File: src/rtl/lsu_pkg.sv
// Shared encodings for the load/store alignment unit: FSM states, access sizes,
// exception causes and funct3 values, plus the illegal-encoding decoder.
package lsu_pkg;

    typedef enum logic [2:0] {
        ST_IDLE = 3'd0,
        ST_B0   = 3'd1,
        ST_R0   = 3'd2,
        ST_B1   = 3'd3,
        ST_R1   = 3'd4,
        ST_FIN  = 3'd5
    } state_t;

    localparam logic [1:0] SZ_B = 2'd0;
    localparam logic [1:0] SZ_H = 2'd1;
    localparam logic [1:0] SZ_W = 2'd2;
    localparam logic [1:0] SZ_D = 2'd3;

    localparam logic [1:0] EXC_NONE       = 2'd0;
    localparam logic [1:0] EXC_MISALIGNED = 2'd1;
    localparam logic [1:0] EXC_ILLEGAL    = 2'd2;

    localparam logic [2:0] F3_B   = 3'b000;
    localparam logic [2:0] F3_H   = 3'b001;
    localparam logic [2:0] F3_W   = 3'b010;
    localparam logic [2:0] F3_D   = 3'b011;
    localparam logic [2:0] F3_BU  = 3'b100;
    localparam logic [2:0] F3_HU  = 3'b101;
    localparam logic [2:0] F3_WU  = 3'b110;
    localparam logic [2:0] F3_BAD = 3'b111;

    // Encodings that can never be executed on a bus of the given width.
    function automatic logic is_illegal(input logic is_store, input logic [2:0] funct3,
                                        input int data_w);
        logic bad;
        bad = 1'b0;
        if (funct3 == F3_BAD) bad = 1'b1;
        if (is_store && funct3[2]) bad = 1'b1;
        if (data_w == 32 && funct3[1:0] == SZ_D) bad = 1'b1;
        if (data_w == 32 && funct3 == F3_WU) bad = 1'b1;
        return bad;
    endfunction

endpackage

File: src/rtl/lsu_lane_align.sv
// Combinational lane math: byte-enable generation across two beats, store data
// shifting, and load extraction with sign/zero extension.
module lsu_lane_align
    import lsu_pkg::*;
#(
    parameter int DATA_W = 32,
    localparam int BYTES = DATA_W / 8,
    localparam int OFF_W = $clog2(BYTES)
) (
    input  logic [OFF_W-1:0]  off,
    input  logic [1:0]        size,
    input  logic              is_unsigned,
    input  logic [DATA_W-1:0] wdata,
    input  logic [DATA_W-1:0] rdata0,
    input  logic [DATA_W-1:0] rdata1,
    output logic [BYTES-1:0]  mask0,
    output logic [BYTES-1:0]  mask1,
    output logic              split,
    output logic [DATA_W-1:0] wdata0,
    output logic [DATA_W-1:0] wdata1,
    output logic [DATA_W-1:0] load_data
);

    logic [2*BYTES-1:0]  base_mask;
    logic [2*BYTES-1:0]  full_mask;
    logic [2*DATA_W-1:0] st_shift;
    logic [2*DATA_W-1:0] ld_shift;
    logic [OFF_W+2:0]    bit_off;
    logic                sign_bit;
    int                  nbytes;
    int                  nbits;

    assign bit_off = {off, 3'b000};

    always_comb begin
        nbytes    = 1 << size;
        nbits     = nbytes * 8;
        base_mask = '0;
        for (int i = 0; i < BYTES; i++) begin
            base_mask[i] = (i < nbytes);
        end
        full_mask = base_mask << off;
    end

    // A non-zero upper half means the access crosses into the next beat.
    assign mask0 = full_mask[BYTES-1:0];
    assign mask1 = full_mask[2*BYTES-1:BYTES];
    assign split = |mask1;

    assign st_shift = {{DATA_W{1'b0}}, wdata} << bit_off;
    assign wdata0   = st_shift[DATA_W-1:0];
    assign wdata1   = st_shift[2*DATA_W-1:DATA_W];

    assign ld_shift = {rdata1, rdata0} >> bit_off;

    always_comb begin
        sign_bit = 1'b0;
        for (int i = 0; i < DATA_W; i++) begin
            if (i == nbits - 1) sign_bit = ld_shift[i];
        end
        sign_bit = sign_bit & ~is_unsigned;
        load_data = '0;
        for (int i = 0; i < DATA_W; i++) begin
            load_data[i] = (i < nbits) ? ld_shift[i] : sign_bit;
        end
    end

endmodule

File: src/rtl/lsu_mem_align.sv
// Load/store alignment unit between EX/MEM and the data cache. Sequences one or
// two aligned bus beats per request and reports a single done pulse.
module lsu_mem_align
    import lsu_pkg::*;
#(
    parameter int DATA_W             = 32,
    parameter int ADDR_W             = 32,
    parameter bit SUPPORT_MISALIGNED = 1'b1,
    localparam int BYTES = DATA_W / 8,
    localparam int OFF_W = $clog2(BYTES)
) (
    input  logic              clk,
    input  logic              reset,
    input  logic              req_valid,
    output logic              req_ready,
    input  logic              req_is_store,
    input  logic [2:0]        req_funct3,
    input  logic [ADDR_W-1:0] req_addr,
    input  logic [DATA_W-1:0] req_wdata,
    input  logic [4:0]        req_rd,
    output logic              mem_req_valid,
    input  logic              mem_req_ready,
    output logic [ADDR_W-1:0] mem_addr,
    output logic              mem_we,
    output logic [BYTES-1:0]  mem_wmask,
    output logic [DATA_W-1:0] mem_wdata,
    input  logic              mem_resp_valid,
    input  logic [DATA_W-1:0] mem_resp_data,
    output logic              done,
    output logic              wb_we,
    output logic [4:0]        wb_rd,
    output logic [DATA_W-1:0] wb_data,
    output logic              exc,
    output logic [1:0]        exc_cause,
    output state_t            fsm_state
);

    // Handshakes: a transfer happens on a rising edge where valid and ready are
    // both high; valid never waits on ready, and payload stays stable while
    // valid is high and ready is low.

    state_t              state_q, state_d;
    logic                is_store_q;
    logic [1:0]          size_q;
    logic                uns_q;
    logic [4:0]          rd_q;
    logic [ADDR_W-1:0]   base_q;
    logic [OFF_W-1:0]    off_q;
    logic [DATA_W-1:0]   wdata_q;
    logic [DATA_W-1:0]   rdata0_q;
    logic [DATA_W-1:0]   rdata1_q;
    logic                exc_q;
    logic [1:0]          cause_q;

    logic                accept;
    logic [OFF_W-1:0]    req_off;
    logic [OFF_W-1:0]    size_mask;
    logic                req_illegal;
    logic                req_misaligned;
    logic                req_exc;
    logic [1:0]          req_cause;

    logic [BYTES-1:0]    mask0, mask1;
    logic                split;
    logic [DATA_W-1:0]   wdata0, wdata1;
    logic [DATA_W-1:0]   load_data;

    assign fsm_state = state_q;
    assign req_ready = (state_q == ST_IDLE) && !reset;
    assign accept    = req_valid && req_ready;

    // Misalignment is judged against natural alignment of the access size.
    assign req_off        = req_addr[OFF_W-1:0];
    assign size_mask      = OFF_W'((4'd1 << req_funct3[1:0]) - 4'd1);
    assign req_illegal    = is_illegal(req_is_store, req_funct3, DATA_W);
    assign req_misaligned = (req_off & size_mask) != '0;
    assign req_exc        = req_illegal || (req_misaligned && !SUPPORT_MISALIGNED);
    assign req_cause      = req_illegal ? EXC_ILLEGAL : EXC_MISALIGNED;

    lsu_lane_align #(.DATA_W(DATA_W)) u_lane (
        .off         (off_q),
        .size        (size_q),
        .is_unsigned (uns_q),
        .wdata       (wdata_q),
        .rdata0      (rdata0_q),
        .rdata1      (rdata1_q),
        .mask0       (mask0),
        .mask1       (mask1),
        .split       (split),
        .wdata0      (wdata0),
        .wdata1      (wdata1),
        .load_data   (load_data)
    );

    always_ff @(posedge clk) begin
        if (reset) begin
            state_q    <= ST_IDLE;
            is_store_q <= 1'b0;
            size_q     <= SZ_B;
            uns_q      <= 1'b0;
            rd_q       <= '0;
            base_q     <= '0;
            off_q      <= '0;
            wdata_q    <= '0;
            rdata0_q   <= '0;
            rdata1_q   <= '0;
            exc_q      <= 1'b0;
            cause_q    <= EXC_NONE;
        end else begin
            state_q <= state_d;
            if (accept) begin
                is_store_q <= req_is_store;
                size_q     <= req_funct3[1:0];
                uns_q      <= req_funct3[2];
                rd_q       <= req_rd;
                base_q     <= {req_addr[ADDR_W-1:OFF_W], {OFF_W{1'b0}}};
                off_q      <= req_off;
                wdata_q    <= req_wdata;
                rdata0_q   <= '0;
                rdata1_q   <= '0;
                exc_q      <= req_exc;
                cause_q    <= req_exc ? req_cause : EXC_NONE;
            end
            if (state_q == ST_R0 && mem_resp_valid) rdata0_q <= mem_resp_data;
            if (state_q == ST_R1 && mem_resp_valid) rdata1_q <= mem_resp_data;
        end
    end

    always_comb begin
        state_d       = state_q;
        mem_req_valid = 1'b0;
        mem_addr      = '0;
        mem_we        = 1'b0;
        mem_wmask     = '0;
        mem_wdata     = '0;
        done          = 1'b0;
        wb_we         = 1'b0;
        wb_rd         = '0;
        wb_data       = '0;
        exc           = 1'b0;
        exc_cause     = EXC_NONE;
        case (state_q)
            ST_IDLE: begin
                if (accept) state_d = req_exc ? ST_FIN : ST_B0;
            end
            ST_B0: begin
                mem_req_valid = 1'b1;
                mem_addr      = base_q;
                mem_we        = is_store_q;
                mem_wmask     = is_store_q ? mask0 : '0;
                mem_wdata     = is_store_q ? wdata0 : '0;
                if (mem_req_ready) begin
                    if (!is_store_q) state_d = ST_R0;
                    else             state_d = split ? ST_B1 : ST_FIN;
                end
            end
            ST_R0: begin
                if (mem_resp_valid) state_d = split ? ST_B1 : ST_FIN;
            end
            ST_B1: begin
                // Wraps modulo 2^ADDR_W at the top of the address space.
                mem_req_valid = 1'b1;
                mem_addr      = base_q + ADDR_W'(BYTES);
                mem_we        = is_store_q;
                mem_wmask     = is_store_q ? mask1 : '0;
                mem_wdata     = is_store_q ? wdata1 : '0;
                if (mem_req_ready) state_d = is_store_q ? ST_FIN : ST_R1;
            end
            ST_R1: begin
                if (mem_resp_valid) state_d = ST_FIN;
            end
            ST_FIN: begin
                done      = 1'b1;
                wb_rd     = rd_q;
                exc       = exc_q;
                exc_cause = cause_q;
                if (!exc_q && !is_store_q) begin
                    wb_data = load_data;
                    wb_we   = (rd_q != 5'd0);
                end
                state_d = ST_IDLE;
            end
            default: state_d = ST_IDLE;
        endcase
    end

endmodule

File: config.mk
export PLATFORM = sky130hd
export DESIGN_NAME = lsu_mem_align
export DESIGN_NICKNAME = d
export VERILOG_FILES = /design/src/rtl/lsu_pkg.sv /design/src/rtl/lsu_lane_align.sv /design/src/rtl/lsu_mem_align.sv
export SDC_FILE = /design/constraint.sdc
export NUM_CORES = 1
export LEC_CHECK = 0
export BUFFER_PORTS_ARGS = -buffer_cell sky130_fd_sc_hd__buf_2
export CAP_MARGIN = 20
export CORE_MARGIN = 3
export CORE_UTILIZATION = 57
export DETAILED_ROUTE_END_ITERATION = 6
export PLACE_DENSITY = 0.95
export SETUP_SLACK_MARGIN = 0.2
export SYNTH_ARGS = -nofsm -noshare
export SYNTH_HDL_FRONTEND = slang
export SYNTH_SLANG_ARGS = --single-unit
File: constraint.sdc
create_clock -name clk -period 4.4 [get_ports clk]
set_input_delay 0.88 -clock clk [delete_from_list [all_inputs] [get_ports clk]]
set_output_delay 0.88 -clock clk [all_outputs]
set_load 0.005 [all_outputs]
==> flow_summary.ini <==
[pwr]
ir_drop_mv = 0.306
combinationalPowerShare_pct = 14.9
power.share.sequential_pct = 42.6
power_frac_clock_pct = 42.4
p_leak_nw = 4.06
swShare_pct = 29.3
power_density_nw_per_um2 = 343
p_int_mw = 2.32
power.net_switching_mw = 0.963

[floorplanning]
die_y_um = 124
ioPinCount = 226
die_area_sq_um = 15400
die_w_um = 124
coreArea_sq_um = 13500
rows = 42
start_util_pct = 59.2

[sta]
slew_viol_final = 0
fmax_ghz = 0.264
fin_crit_ns = 3.78
holdWs_ns = 0.477
worstMarginPinSlew_ns = 1.08
rsz0062_at_grt = false
fin_ws_ns = 0.618
setup_viol = 0
final.setup.tns_ns = 0
slew-limit-headroom_pct = 27.3
clock_skew_ns = 0.00549
finalHoldViolCount = 0
fin_crit_sh_pct = 85.9

[grt]
grt_max_degree = 98
grt_pass1_wl_um = 38100
antenna_found_initial = 0
grt_pass1_vias = 7603
groute.usage.overall_pct = 31.1
grt_overflow_total = 0

[routing]
detail_route.first_pass.iterations = 6
antenna_left = 0
vias = 8452
drc = 0
viasPerCell = 6.31
first_iter_violations = 1014
wl_per_cell_um = 18.8
wirelength_um = 25200

[clock_tree]
cts_resized = 0
ctsRootBufferMaster = clkbuf_16
clk_latency_ns = 0.42
cts_sinks = 133
h-tree-depth = 4
ctsHoldBuffers = 0
clk_pin_slew_ns = 0.06
cts_buffer_depth = 2
cts_tree = done
cts_buffers = 17
postCtsSetupBuffers = 0

[synth]
synth_async_sr_flop_share_pct = 0
yosys_warnings = 0
syn_area_sq_um = 7960
syn_inst = 987
yosysSeqAreaShare_pct = 33.4
synthFlopType = dfxtp_1
syn_avg_cell_area_sq_um = 8.07
synth_edf_count = 0
ys_ff_latch = 133
ys_types = 60

[setup_path]
crit_end = wb_data[17]
ff2ff_setup_slack_ns = 1.58
critPathKind = register to primary output
required_ns = 3.52
worstPathArrival_ns = 2.90
cp-start-kind = register
crit_fanout = 46
crit_path_start = off_q[0]
r2r_cells = 6
r2r-end = off_q[0]
r2r_start = fsm_state[1]
end_kind = primary output

[run]
cap_violations = 0

[placement]
dp_hpwl_um = 17100
io_buffer_count = 222
place_congestion = 0.945
place_ws_ns = 1.11

[layout]
final_common_cell = buf_2
nFillCells = 1036
syn_to_final_growth_pct = 20.2
drive_above_1_share_pct = 27.2
layout_common_cells = buf_2, nand2_1, dfxtp_1
layout.nets = 1260

[outcome]
status = finished clean

[worst_hold_path]
hold_path.class = register to register
[final cells by class]
type / count / area [sq um] / area share [%]
Antenna cell: 2 / 5.00 / 0.0523
Clock buffer: 17 / 425 / 4.45
Clock inverter: 15 / 159 / 1.66
Inverter: 8 / 30.0 / 0.314
Multi-Input combinational cell: 754 / 4860 / 50.7
Sequential cell: 133 / 2670 / 27.9
Tap cell: 176 / 220 / 2.30
Timing Repair Buffer: 234 / 1210 / 12.6
[state kept, by name, summed over array words and instances (netlist names)]
register,count
rd_q,5
off_q,2
uns_q,1
is_store_q,1
cause_q,1
rdata0_q,32
base_q,30
size_q,2
fsm_state,3
wdata_q,32
rdata1_q,24
[routing by layer]
layer  routed length (um)  track usage (%)
met3                 2750             6.86
met4                  835             13.1
met1                 9680             40.6
met5                    0                0
met2                11900             50.0
[kinds of logic after synthesis]
family | synth area share (%)
other | 0.0943
AOI/OAI and AO/OA | 16.6
buffers and inverters | 6.07
DFF | 33.4
adders and majority gates | 0.314
and+or+nand+nor | 29.4
muxes | 13.1
xor gates and xnor gates | 0.990
[synthesized netlist by cell type (all sizes together), types with 2 or more instances]
master / instances / area share [%]
a211oi: 8 / 0.75
a21oi: 75 / 4.7
a22oi: 38 / 3.6
a311oi: 2 / 0.22
a32o: 3 / 0.38
and2: 20 / 1.6
and3: 17 / 1.3
and4: 3 / 0.33
buf: 46 / 3.4
clkbuf: 49 / 2.3
conb: 2 / 0.094
dfxtp: 133 / 33
ha: 2 / 0.31
inv: 8 / 0.38
mux2: 6 / 0.85
mux2i: 32 / 4.0
mux4: 29 / 8.2
nand2: 192 / 9.1
nand2b: 8 / 0.63
nand3: 41 / 2.6
nand3b: 69 / 6.5
nand4: 14 / 1.3
nor2: 61 / 2.9
nor3: 2 / 0.19
nor4: 5 / 0.71
o21a: 9 / 0.85
o21ai: 43 / 2.7
o22ai: 8 / 0.63
o2bb2ai: 5 / 0.55
o31ai: 14 / 1.3
or2: 3 / 0.24
or3: 7 / 0.55
or4: 9 / 0.85
xnor2: 4 / 0.44
xor2: 5 / 0.55
[per-stage QoR]
step           power [mW]  util, %  instances  cell area (sq um)
2_1_floorplan        1.74        -        990               7970
3_3_place_gp         1.87     66.7       1304               8970
3_5_place_dp         1.89     66.7       1304               8970
4_1_cts              3.27     71.0       1336               9550
5_1_grt              3.40     71.1       1337               9570
6_report             3.28     71.1       1339               9570
[power groups by stage]
stage | sequential (mW) | clock [mW] | combinational, mW
4_1_cts | 1.39 | 1.39 | 0.482
5_1_grt | 1.41 | 1.45 | 0.538
3_5_place_dp | 1.42 | 0 | 0.477
3_3_place_gp | 1.41 | 0 | 0.464
2_1_floorplan | 1.36 | 0 | 0.373
6_report | 1.40 | 1.39 | 0.490
[worst max-delay path: stages, from the launching register on]
cell,delay [ns]
dfxtp_4,0.75
mux2i_1,0.35
mux2i_1,0.15
o21ai_1,0.86
a21oi_1,0.20
buf_2,0.18
[worst min-delay path by stage]
stage                 start      endpoint  slack [ns]  depth (start not counted)
6_report       rdata1_q[21]  rdata1_q[21]        0.48                          2
4_1_cts        rdata1_q[22]  rdata1_q[22]        0.48                          2
3_5_place_dp   rdata1_q[22]  rdata1_q[22]        0.46                          2
3_3_place_gp   rdata1_q[16]  rdata1_q[16]        0.45                          2
2_1_floorplan  rdata1_q[16]  rdata1_q[16]        0.44                          2
5_1_grt        rdata1_q[12]  rdata1_q[12]        0.50                          2
Note: power is estimated with default switching activity, not from simulation.
